--- src/rtl/spi_slave_pkg.sv ---
// Shared types and constants for the SPI slave datapath.
package spi_slave_pkg;
  localparam int DROP_CNT_WIDTH = 8;
  localparam int RX_BUF_DEPTH   = 8;
  localparam int RX_DATA_WIDTH  = 32;

  typedef logic [RX_DATA_WIDTH-1:0] rx_word_t;
endpackage

--- src/rtl/spi_slave_fifo_mem.sv ---
// Flop array with one synchronous write port and one asynchronous read port.
// Write lands on the next edge; read is combinational; no flow control of its own.
module spi_slave_fifo_mem #(
  parameter int WIDTH  = 32,
  parameter int DEPTH  = 8,
  parameter int ADDR_W = $clog2(DEPTH)
) (
  input  logic              clk,
  input  logic              we,
  input  logic [ADDR_W-1:0] waddr,
  input  logic [WIDTH-1:0]  wdata,
  input  logic [ADDR_W-1:0] raddr,
  output logic [WIDTH-1:0]  rdata
);
  logic [WIDTH-1:0] mem [DEPTH];

  always_ff @(posedge clk) begin
    if (we) mem[waddr] <= wdata;
  end

  assign rdata = mem[raddr];
endmodule

--- src/rtl/spi_slave_rx_buffer.sv ---
// SPI receive FIFO: first-word fall-through, push visible one cycle later.
// No backpressure to the SPI side: pushes while full without a pop are dropped and counted.
module spi_slave_rx_buffer
  import spi_slave_pkg::*;
#(
  parameter int DATA_WIDTH = 32,
  parameter int DEPTH      = RX_BUF_DEPTH,
  parameter int CNT_WIDTH  = $clog2(DEPTH) + 1
) (
  input  logic                      axi_aclk,
  input  logic                      axi_aresetn,
  input  logic [DATA_WIDTH-1:0]     in_data,
  input  logic                      in_valid,
  output logic [DATA_WIDTH-1:0]     rx_data,
  output logic                      rx_valid,
  input  logic                      rx_ready,
  input  logic                      flush,
  input  logic                      clr_overflow,
  output logic [CNT_WIDTH-1:0]      count,
  output logic                      full,
  output logic                      empty,
  output logic                      overflow,
  output logic [DROP_CNT_WIDTH-1:0] drop_count
);
  localparam int PTR_W = $clog2(DEPTH);

  if (DEPTH < 2 || (DEPTH & (DEPTH - 1)) != 0) begin : g_depth_check
    $error("spi_slave_rx_buffer: DEPTH must be a power of two and at least 2");
  end

  logic [PTR_W-1:0]          wr_ptr, rd_ptr;
  logic [CNT_WIDTH-1:0]      count_q, count_nxt;
  logic                      full_q, empty_q, overflow_q;
  logic [DROP_CNT_WIDTH-1:0] drop_cnt_q;
  logic                      pop, push, drop;

  // A pop frees the slot the same-cycle push reuses, so full plus pop still accepts.
  assign pop  = !empty_q && rx_ready;
  assign push = in_valid && (!full_q || pop);
  assign drop = in_valid && full_q && !pop && !flush;

  always_comb begin
    count_nxt = count_q;
    if (push && !pop)      count_nxt = count_q + CNT_WIDTH'(1);
    else if (pop && !push) count_nxt = count_q - CNT_WIDTH'(1);
  end

  always_ff @(posedge axi_aclk or negedge axi_aresetn) begin
    if (!axi_aresetn) begin
      wr_ptr  <= '0;
      rd_ptr  <= '0;
      count_q <= '0;
      full_q  <= 1'b0;
      empty_q <= 1'b1;
    end else if (flush) begin
      wr_ptr  <= '0;
      rd_ptr  <= '0;
      count_q <= '0;
      full_q  <= 1'b0;
      empty_q <= 1'b1;
    end else begin
      if (push) wr_ptr <= wr_ptr + PTR_W'(1);
      if (pop)  rd_ptr <= rd_ptr + PTR_W'(1);
      count_q <= count_nxt;
      full_q  <= (count_nxt == CNT_WIDTH'(DEPTH));
      empty_q <= (count_nxt == '0);
    end
  end

  always_ff @(posedge axi_aclk or negedge axi_aresetn) begin
    if (!axi_aresetn) begin
      overflow_q <= 1'b0;
      drop_cnt_q <= '0;
    end else if (drop) begin
      overflow_q <= 1'b1;
      if (clr_overflow)      drop_cnt_q <= DROP_CNT_WIDTH'(1);
      else if (~&drop_cnt_q) drop_cnt_q <= drop_cnt_q + DROP_CNT_WIDTH'(1);
    end else if (clr_overflow) begin
      overflow_q <= 1'b0;
      drop_cnt_q <= '0;
    end
  end

  spi_slave_fifo_mem #(
    .WIDTH (DATA_WIDTH),
    .DEPTH (DEPTH)
  ) u_mem (
    .clk   (axi_aclk),
    .we    (push && !flush),
    .waddr (wr_ptr),
    .wdata (in_data),
    .raddr (rd_ptr),
    .rdata (rx_data)
  );

  assign rx_valid   = !empty_q;
  assign count      = count_q;
  assign full       = full_q;
  assign empty      = empty_q;
  assign overflow   = overflow_q;
  assign drop_count = drop_cnt_q;
endmodule

--- config.mk ---
export PLATFORM = sky130hd
export DESIGN_NAME = spi_slave_rx_buffer
export DESIGN_NICKNAME = d
export VERILOG_FILES = /design/src/rtl/spi_slave_pkg.sv /design/src/rtl/spi_slave_fifo_mem.sv /design/src/rtl/spi_slave_rx_buffer.sv
export SDC_FILE = /design/constraint.sdc
export NUM_CORES = 1
export LEC_CHECK = 0
export ABC_CLOCK_PERIOD_IN_PS = 5300
export CORE_MARGIN = 3
export CORE_UTILIZATION = 40
export CTS_BUF_LIST = sky130_fd_sc_hd__clkbuf_16
export CTS_CLUSTER_SIZE = 25
export DETAILED_ROUTE_END_ITERATION = 10
export PLACE_DENSITY = 0.56
export SLEW_MARGIN = 5
export SYNTH_ARGS = -nofsm -noshare
export SYNTH_HDL_FRONTEND = slang
export SYNTH_SLANG_ARGS = --single-unit
--- constraint.sdc ---
create_clock -name axi_aclk -period 5.3 [get_ports axi_aclk]
set_input_delay 1.06 -clock axi_aclk [delete_from_list [all_inputs] [get_ports axi_aclk]]
set_output_delay 1.06 -clock axi_aclk [all_outputs]
set_load 0.01 [all_outputs]
# --- After elaboration in Yosys (flattened, before gate mapping) ---
# Memories as Yosys holds them, arrays and structs flattened.
# Cells that the tools add are included.
classes:
  n_addsub: 5
  mul: 0
  n_div: 0
  order_cmp: 0
  eq_ne: 2
  shifts: 0
  n_mux: 17
  bitwise: 0
  reduce_logical: 20
ops:
  columns: ["op", "count"]
  rows:
  - ["8-bit 2-to-1 mux", 4]
  - ["3-bit 2-to-1 mux", 4]
  - ["4-bit 2-to-1 mux", 3]
  - ["8-bit by 1-bit adder with 8-bit output, second input constant", 1]
  - ["1-bit logical AND", 8]
  - ["8-bit AND reduction", 1]
  - ["3-bit by 1-bit adder with 3-bit output, second input constant", 2]
  - ["1-bit 2-to-1 mux", 6]
  - ["2-bit nonzero test", 3]
  - ["1-bit zero test", 5]
  - ["4-bit by 1-bit adder with 4-bit output, second input constant", 1]
  - ["4-bit == test, second input constant", 1]
  - ["4-bit zero test", 1]
  - ["4-bit by 1-bit subtractor with 4-bit output, second input constant", 1]
  - ["2-bit inequality test, second input constant", 1]
  - ["2-bit AND reduction", 1]
  - ["1-bit logical OR", 1]
totals:
  reg_bits: 21
  latchBits: 0
  ram_bits: 256
  mem_bits_ro: 0
  in_bits: 38
  output_inout_bits: 48
  wordCells: 52
  n_memories: 1
memory_table:
  columns: ["memory", "words", "word_bits", "read_ports", "rd_ports_with_merged_regs", "write_ports", "line", "rtl"]
  rows:
  - ["u_mem.mem", 8, 32, 1, 0, 1, "spi_slave_fifo_mem.sv:15", "logic [WIDTH-1:0] mem [DEPTH];"]

# --- Depth between registers and ports, before layout ---
# Gate-level depths: netlist of run 1.
depth:
  ltp_word: 10
  mapped_depth: 6
  mapped_depth_nobuf: 5

# --- Modules after synthesis ---
# A second synthesis of run 1 with hierarchy kept.
hier_totals:
  hier_cells: 505
  area_unflattened_um2: 11016.8
by_module_without_submodules:
  columns: ["module", "n_inst", "cells_each", "area_per_inst_um2", "seq_area_each_um2"]
  rows:
  - ["spi_slave_fifo_mem", 1, 383, 9825.7, 7687.4]
  - ["spi_slave_rx_buffer", 1, 122, 1191.1, 526.8]

# --- Worst setup path before layout of run 1 ---
# Ideal clock, no wire load.
synth_path:
  path_type: "in2reg"
  start: "input rx_ready"
  end: "memory u_mem.mem[0][0] (enable)"
  setup_time_ns: 0.461
  arrival_ns: 3.985
  required_time_ns: 4.839
  slack_ns: 0.854
  stages: 4
  n_path_buf: 0
  path_cell_list: "and2b_1 -> o21ai_1 -> or3_1 -> nor3_1"
synth_between:
  elab_chain_len: 6
synth_lines:
  columns: ["item", "line", "rtl"]
  rows:
  - ["start: declaration", "spi_slave_rx_buffer.sv:16", "input logic rx_ready,"]
  - ["1-bit logical AND", "spi_slave_rx_buffer.sv:38", "assign pop = !empty_q && rx_ready;"]
  - ["1-bit logical OR", "spi_slave_rx_buffer.sv:39", "assign push = in_valid && (!full_q || pop);"]
  - ["1-bit logical AND", "spi_slave_rx_buffer.sv:39", null]
  - ["1-bit logical AND", "spi_slave_rx_buffer.sv:89", ".we (push && !flush),"]
  - ["1-bit 2-to-1 mux", "spi_slave_fifo_mem.sv:18", "if (we) mem[waddr] <= wdata;"]
  - ["1-bit 2-to-1 mux (not written as such)", "spi_slave_fifo_mem.sv:18", null]
  - ["end: declaration", "spi_slave_fifo_mem.sv:15", null]
# No other way between the ends.

# --- Final worst setup path of run 1 ---
layout_path:
  start: "register rd_ptr[0]"
  end: "output rx_data[26]"
layout_between:
  elab_chain_len: 1
layout_lines:
  columns: ["item", "line", "rtl"]
  rows:
  - ["start: declaration", "spi_slave_rx_buffer.sv:31", "logic [PTR_W-1:0] wr_ptr, rd_ptr;"]
  - ["start signal: assignment", "spi_slave_rx_buffer.sv:63", "if (pop) rd_ptr <= rd_ptr + PTR_W'(1);"]
  - ["memory read 8 x 32 bit", null, null]
  - ["end: declaration", "spi_slave_rx_buffer.sv:14", "output logic [DATA_WIDTH-1:0] rx_data,"]
# No other way between the ends.

==> impl_results.md, run 1 <==
- Vias in the first global route: 5573
- Slowest CP cell: dfrtp_4
- # resized after CTS: 0
- Number of diodes: 0
- TNS Setup: 0 ns
- Largest stage delay, worst path: 0.94 ns
- Setup ws final: 1.11 ns
- Outcome: complete, no violations
- Flop pwr share: 51.0%
- Unrepaired setup endpoints after global routing: no
- Min-Delay Path Class: reg2reg
- Routed WL: 21100 um
- Switch Pwr: 0.00103 W
- Net count after synthesis: 549
- Slew Limit Fails: 0
- I/O Buffers: 85
- Vias per cell: 5.32
- Grt ovf: 0
- Worst path cell trace: buf_12, mux4_2, mux2_2, clkdlybuf4s50_1
- Internal power contribution: 0.00384 W
- CTS tree: yes
- Worst VDD drop: 291 uV
- Layout cells sized above 1: 25.9%
- NumNets Final: 652
- Tot GR Track Use: 14.8%
- Crit path capture type: primary output
- Die Wd: 171 um
- Achievable frequency: 239 MHz
- Die Area: 29100 um2
- Total iterations of the first detailed-routing run: 4
- # rows: 59
- Slew margin rel.: 25.3%
- Leak: 4.13 nW
- Clk Latency, worst-skew pair: 0.52 ns
- DR DRC count: 0
- Die H: 171 um
- Pre-CTS setup slack: 1.44 ns
- DRT iter0 DRCs: 352
- Critical path startpoint category: register
- Setup-failing EPs final: 0
- Total number of vias: 5135
- Max-cap viol count: 0
- PD cells: 374 nW/um2
- Clock skew: 0.00796 ns
- Clock H-tree levels: 1
- Gate count after technology mapping: 506
- Postcts setup bufs: 0
- Post-layout util: 49.5%
- Mapped Area: 10800 um2
- Inserted Clock Buffers: 29
- Clk pwr share: 39.3%
- Clock root buffer: clkbuf_16
- Ys Warns: 0
- Largest net degree at the start of global routing: 40
- WP data arrival: 3.13 ns
- Clock Tree Buf Depth: 3
- Register bit total from synthesis: 277
- Hpwl dp: 12200 um
- Post-synth top area cell: edfxtp_1
- Syn avg cell area: 21.4 um2
- Routed WL per cell: 21.9 um
- Crit share post-route: 79.1%
- Area grow syn2layout: 20.4%
- Post-route ant nets: 0
- Core Region: 26400 um2
- Setup CP Type: reg2out
- Final hold vios: 0
- Net Sw Frac: 21.2%
- Largest fanout on the critical path: 36
- Worst Max-Slew Pin Slew: 1.12 ns
- Antenna violations before repair: 0
- WP data required: 4.24 ns
- I/O pin cnt: 86
- Post-synth cell types: 43
- Top area cells in the synthesized netlist: edfxtp_1, mux4_2, dfrtp_1
- Seq/Total Area, Yosys: 75.8%
- Logic pwr share: 9.7%
- Synth top area share: 71.0%
- Minimum clock period: 4.19 ns
- First-pass GRT wire length: 33200 um
- CTS Hold Buffers Added: 0
- Clock sink count: 277
- Starting Density: 41.1%
- Clk slew on worst S/H paths: 0.06 ns
- Gpl congestion: 0.748
- Final hold slack: 0.530 ns
==> layout make-up <==
cell class	instances	area, um2
sequential	277	8220
timing repair buffer	94	943
multi-input combinational	198	2520
tap	335	419
clock inverter	23	184
fill	2102	13300
inverter	9	33.8
clock buffer	29	726
==> power groups by stage <==
stage | Clock (W) | Combinational (W) | Sequential [W]
floorplan | 0 | 0.000295 | 0.00250
global placement | 0 | 0.000478 | 0.00253
detailed placement | 0 | 0.000482 | 0.00254
CTS | 0.00197 | 0.000485 | 0.00249
global route | 0.00207 | 0.000513 | 0.00250
finish | 0.00191 | 0.000474 | 0.00249
==> stage by stage <==
stage                     cell area [um2]  instances  total power (W)
after floorplan                     10800        506          0.00280
after global placement              12100        913          0.00301
after detailed placement            12100        913          0.00302
after CTS                           13000        965          0.00495
after global routing                13000        965          0.00508
final                               13000        965          0.00488
==> placed cells by master, fill, tap and decap left out, drive strengths merged, types with 2 or more instances in the layout <==
cell             n
and3             5
xnor2            3
clkbuf          29
inv             15
and4             2
nor3b            2
and2b            2
nand2b           3
a211oi           4
bufinv           3
ha               5
nor3             4
nor2            17
mux4            64
o31ai            4
nand3b           2
edfxtp         256
a21oi           12
clkdlybuf4s50   85
clkinv          13
nand3            5
mux2            32
buf              9
xor2             3
or3              2
or4              4
nand2            9
dfrtp           20
o21ai            3
==> sequential cells by signal, summed over array words and instances, names as in the netlist <==
| name | flops |
|---|---|
| u_mem.mem | 256 |
| drop_count | 8 |
| count | 4 |
| rd_ptr | 3 |
| wr_ptr | 3 |
| empty | 1 |
| full | 1 |
| overflow | 1 |
==> critical path, delay by kind of cell (launching register included) <==
kind,cells,cell delay (ns)
multiplexers,2,0.84
buffers and inverters,2,0.79
flip-flops,1,0.94
==> routing by layer <==
metal  global-route usage (%)  wire length (um)  vias up
met5                        0                 0        -
met1                     21.0              9300     2644
met2                     24.7             10400      150
met3                     2.45              1000       34
li1                         -                 -     2307
met4                     2.82               335        0
==> worst paths after layout <==
| kind | from | to | slack (ns) | depth (start not counted) |
|---|---|---|---|---|
| min in group asynchronous | axi_aresetn | count[3] | 1.09 | 1 |
| max reg2reg | empty | u_mem.mem[6][17] | 2.62 | 4 |
| max | rd_ptr[0] | rx_data[26] | 1.11 | 4 |
| min | overflow | overflow | 0.53 | 2 |
| max in group asynchronous | axi_aresetn | rd_ptr[0] | 3.49 | 1 |
| min reg2reg | overflow | overflow | 0.53 | 2 |
==> kinds of logic after synthesis <==
group / count (synthesis) / synth area share (%)
mux: 97 / 16.7
simple gates: 60 / 3.20
fa+ha+maj: 5 / 0.577
compound gates: 30 / 1.78
flops: 277 / 75.8
buf+inv: 31 / 1.42
xor+xnor: 6 / 0.485
==> synthesized netlist by cell type, drive strengths merged <==
cell     number
and2          1
o31ai         4
and4          2
buf          12
inv           9
or3           2
nor2         17
a21o          1
nand2         9
nor3          4
dfrtp        20
dfstp         1
and3          5
mux2         32
nor3b         2
a32oi         1
nand3b        2
and2b         2
o41ai         1
clkbuf       10
nand4         1
nand2b        3
nor4b         1
a21oi        12
ha            5
o211ai        1
xnor2         3
mux2i         1
edfxtp      256
a31oi         1
xor2          3
o32ai         1
or4           4
mux4         64
o21ai         3
a2111oi       1
nand3         5
a211oi        4
No activity file was read; power rests on OpenSTA's default activity.
==> inputs of run 2 (changes only) <==
ABC_CLOCK_PERIOD_IN_PS = 3900   (was 5300)
clock period = 3.9 ns   (was 5.3 ns; I/O delays follow)
==> run 2 against run 1 <==
Compared with the run above: combinational power increased by 42%; global-route usage increased by 0.40 points; sequential power increased by 35%; via count increased by 1.6%; critical endpoint is now rx_data[27]; first-iteration DRC count decreased by 6.0%; utilization increased by 1.2 points.
==> impl_results.md, run 2 (synthesized netlist as in run 1, its figures left out) <==
- Outcome: complete, no violations
- Most flop-heavy register: u_mem.mem
- I/O pin cnt: 86
- Leak: 4.26 nW
- WP data arrival: 2.92 ns
- Slew Limit Fails: 0
- Final hold vios: 0
- Power, Total: 0.00709 W
- Fill count: 2093
- Unrepaired setup endpoints after global routing: no
- Largest stage delay, worst path: 0.76 ns
- Post-route ant nets: 0
- Setup ws final: 0.202 ns
- Hold path startpoint: overflow
- Logic pwr share: 9.5%
- Clock skew: 0.0185 ns
- Largest net degree at the start of global routing: 39
- Critical path startpoint category: register
- DR DRC count: 0
- WP data required: 3.12 ns
- Clock H-tree levels: 1
- Final hold slack: 0.535 ns
- Die Area: 29100 um2
- Die H: 171 um
- Reg-to-Reg Start: empty
- Routed WL: 21800 um
- Largest fanout on the critical path: 22
- Internal power contribution: 0.00564 W
- DP Area: 12300 um2
- Crit path max-delay family: multiplexers
- Slowest CP cell: dfrtp_4
- Hold Path Sink: overflow
- Worst path bufs/invs: 2
- CTS Hold Buffers Added: 0
- Clock sink count: 277
- # resized after CTS: 0
- Layout cells sized above 1: 29.0%
- Design area: 13400 um2
- Worst VDD drop: 348 uV
- Setup CP Type: reg2out
- Clock Tree Buf Depth: 3
- Routed WL per cell: 22.2 um
- Total number of vias: 5219
- Net Sw Frac: 20.4%
- CTS tree: yes
- Number of diodes: 0
- Core Region: 26400 um2
- TNS Setup: 0 ns
- I/O Buffers: 85
- Crit path capture type: primary output
- R2R cell count: 5
- NumNets Final: 669
- Clk slew on worst S/H paths: 0.06 ns
- Slew margin rel.: 31.5%
- Most frequent cells in the layout: edfxtp_1, clkdlybuf4s50_1, mux4_2, mux2_2, clkbuf_16
- Starting Density: 41.1%
- Clk Latency, worst-skew pair: 0.54 ns
- Hold depth: 2
- Inserted Clock Buffers: 29
- Total iterations of the first detailed-routing run: 5
- Grt ovf: 0
- R2r setup slk: 1.62 ns
- Achievable frequency: 270 MHz
- DRT iter0 DRCs: 331
- Setup-failing EPs final: 0
- Tot GR Track Use: 15.2%
- Switch Pwr: 0.00145 W
- Die Wd: 171 um
- Postcts setup bufs: 0
- Minimum clock period: 3.70 ns
- PD cells: 531 nW/um2
- Most common cell after layout, fill and taps aside: edfxtp_1
- Largest register FFs: 256
- Flop pwr share: 47.4%
- Worst Max-Slew Pin Slew: 1.02 ns
- Vias in the first global route: 5610
- Area grow syn2layout: 23.3%
- Gpl congestion: 0.813
- Crit Reg-Reg Endpoint: u_mem.mem[0][15]
- First-pass GRT wire length: 33600 um
- Min-Delay Path Class: reg2reg
- Antenna violations before repair: 1
- Crit share post-route: 94.8%
- Clk pwr share: 43.1%
- Worst path cell trace: buf_4, mux4_2, mux2_2, clkdlybuf4s50_1
- # rows: 59
- Max-cap viol count: 0
- Vias per cell: 5.31
- Clock root buffer: clkbuf_16
- Pre-CTS setup slack: 0.738 ns
- Hpwl dp: 12800 um
run 2: metrics by stage:
step | util (%) | instances
after floorplan | - | 506
after global placement | 46.6 | 930
after detailed placement | 46.6 | 930
after CTS | 50.7 | 983
after global routing | 50.7 | 983
final | 50.7 | 983
run 2: routing by layer:
| layer | GRT usage, % | routed length (um) | vias up |
|---|---|---|---|
| li1 | - | - | 2344 |
| met1 | 20.2 | 9270 | 2741 |
| met2 | 26.1 | 11100 | 100 |
| met3 | 3.33 | 1050 | 32 |
| met4 | 3.10 | 371 | 2 |
| met5 | 0 | 13 | - |
run 2: how the worst max path moves through the flow:
| stage | from | endpoint | slack, ns | cells after the start |
|---|---|---|---|---|
| finish | rd_ptr[0] | rx_data[27] | 0.20 | 4 |
| global route | rd_ptr[0] | rx_data[29] | 0.06 | 4 |
| CTS | rd_ptr[0] | rx_data[27] | 0.14 | 4 |
| detailed placement | rd_ptr[0] | rx_data[27] | 0.74 | 4 |
| global placement | rd_ptr[0] | rx_data[27] | 0.75 | 4 |
| floorplan | rx_ready | u_mem.mem[2][0] | 0.60 | 4 |
run 2: cell type report:
type,count,area [um2],area share [%]
multi-input cells,198,2530,19.0
well taps,335,419,3.14
flip-flops and latches,277,8220,61.5
inverters,9,33.8,0.253
clock inverters,24,354,2.65
clock buffers,29,726,5.43
repair buffers,111,1070,8.02
run 2: worst min-delay path, cell delays in order (launching register included):
cell,delay (ns)
dfrtp_1,0.38
inv_1,0.05
o21ai_0,0.06
run 2: power by group through the flow:
| stage | Combinational [W] | Clock (W) | Sequential [W] |
|---|---|---|---|
| floorplan | 0.000402 | 0 | 0.00340 |
| global placement | 0.000676 | 0 | 0.00342 |
| detailed placement | 0.000684 | 0 | 0.00343 |
| CTS | 0.000688 | 0.00313 | 0.00336 |
| global route | 0.000731 | 0.00324 | 0.00337 |
| finish | 0.000674 | 0.00305 | 0.00336 |
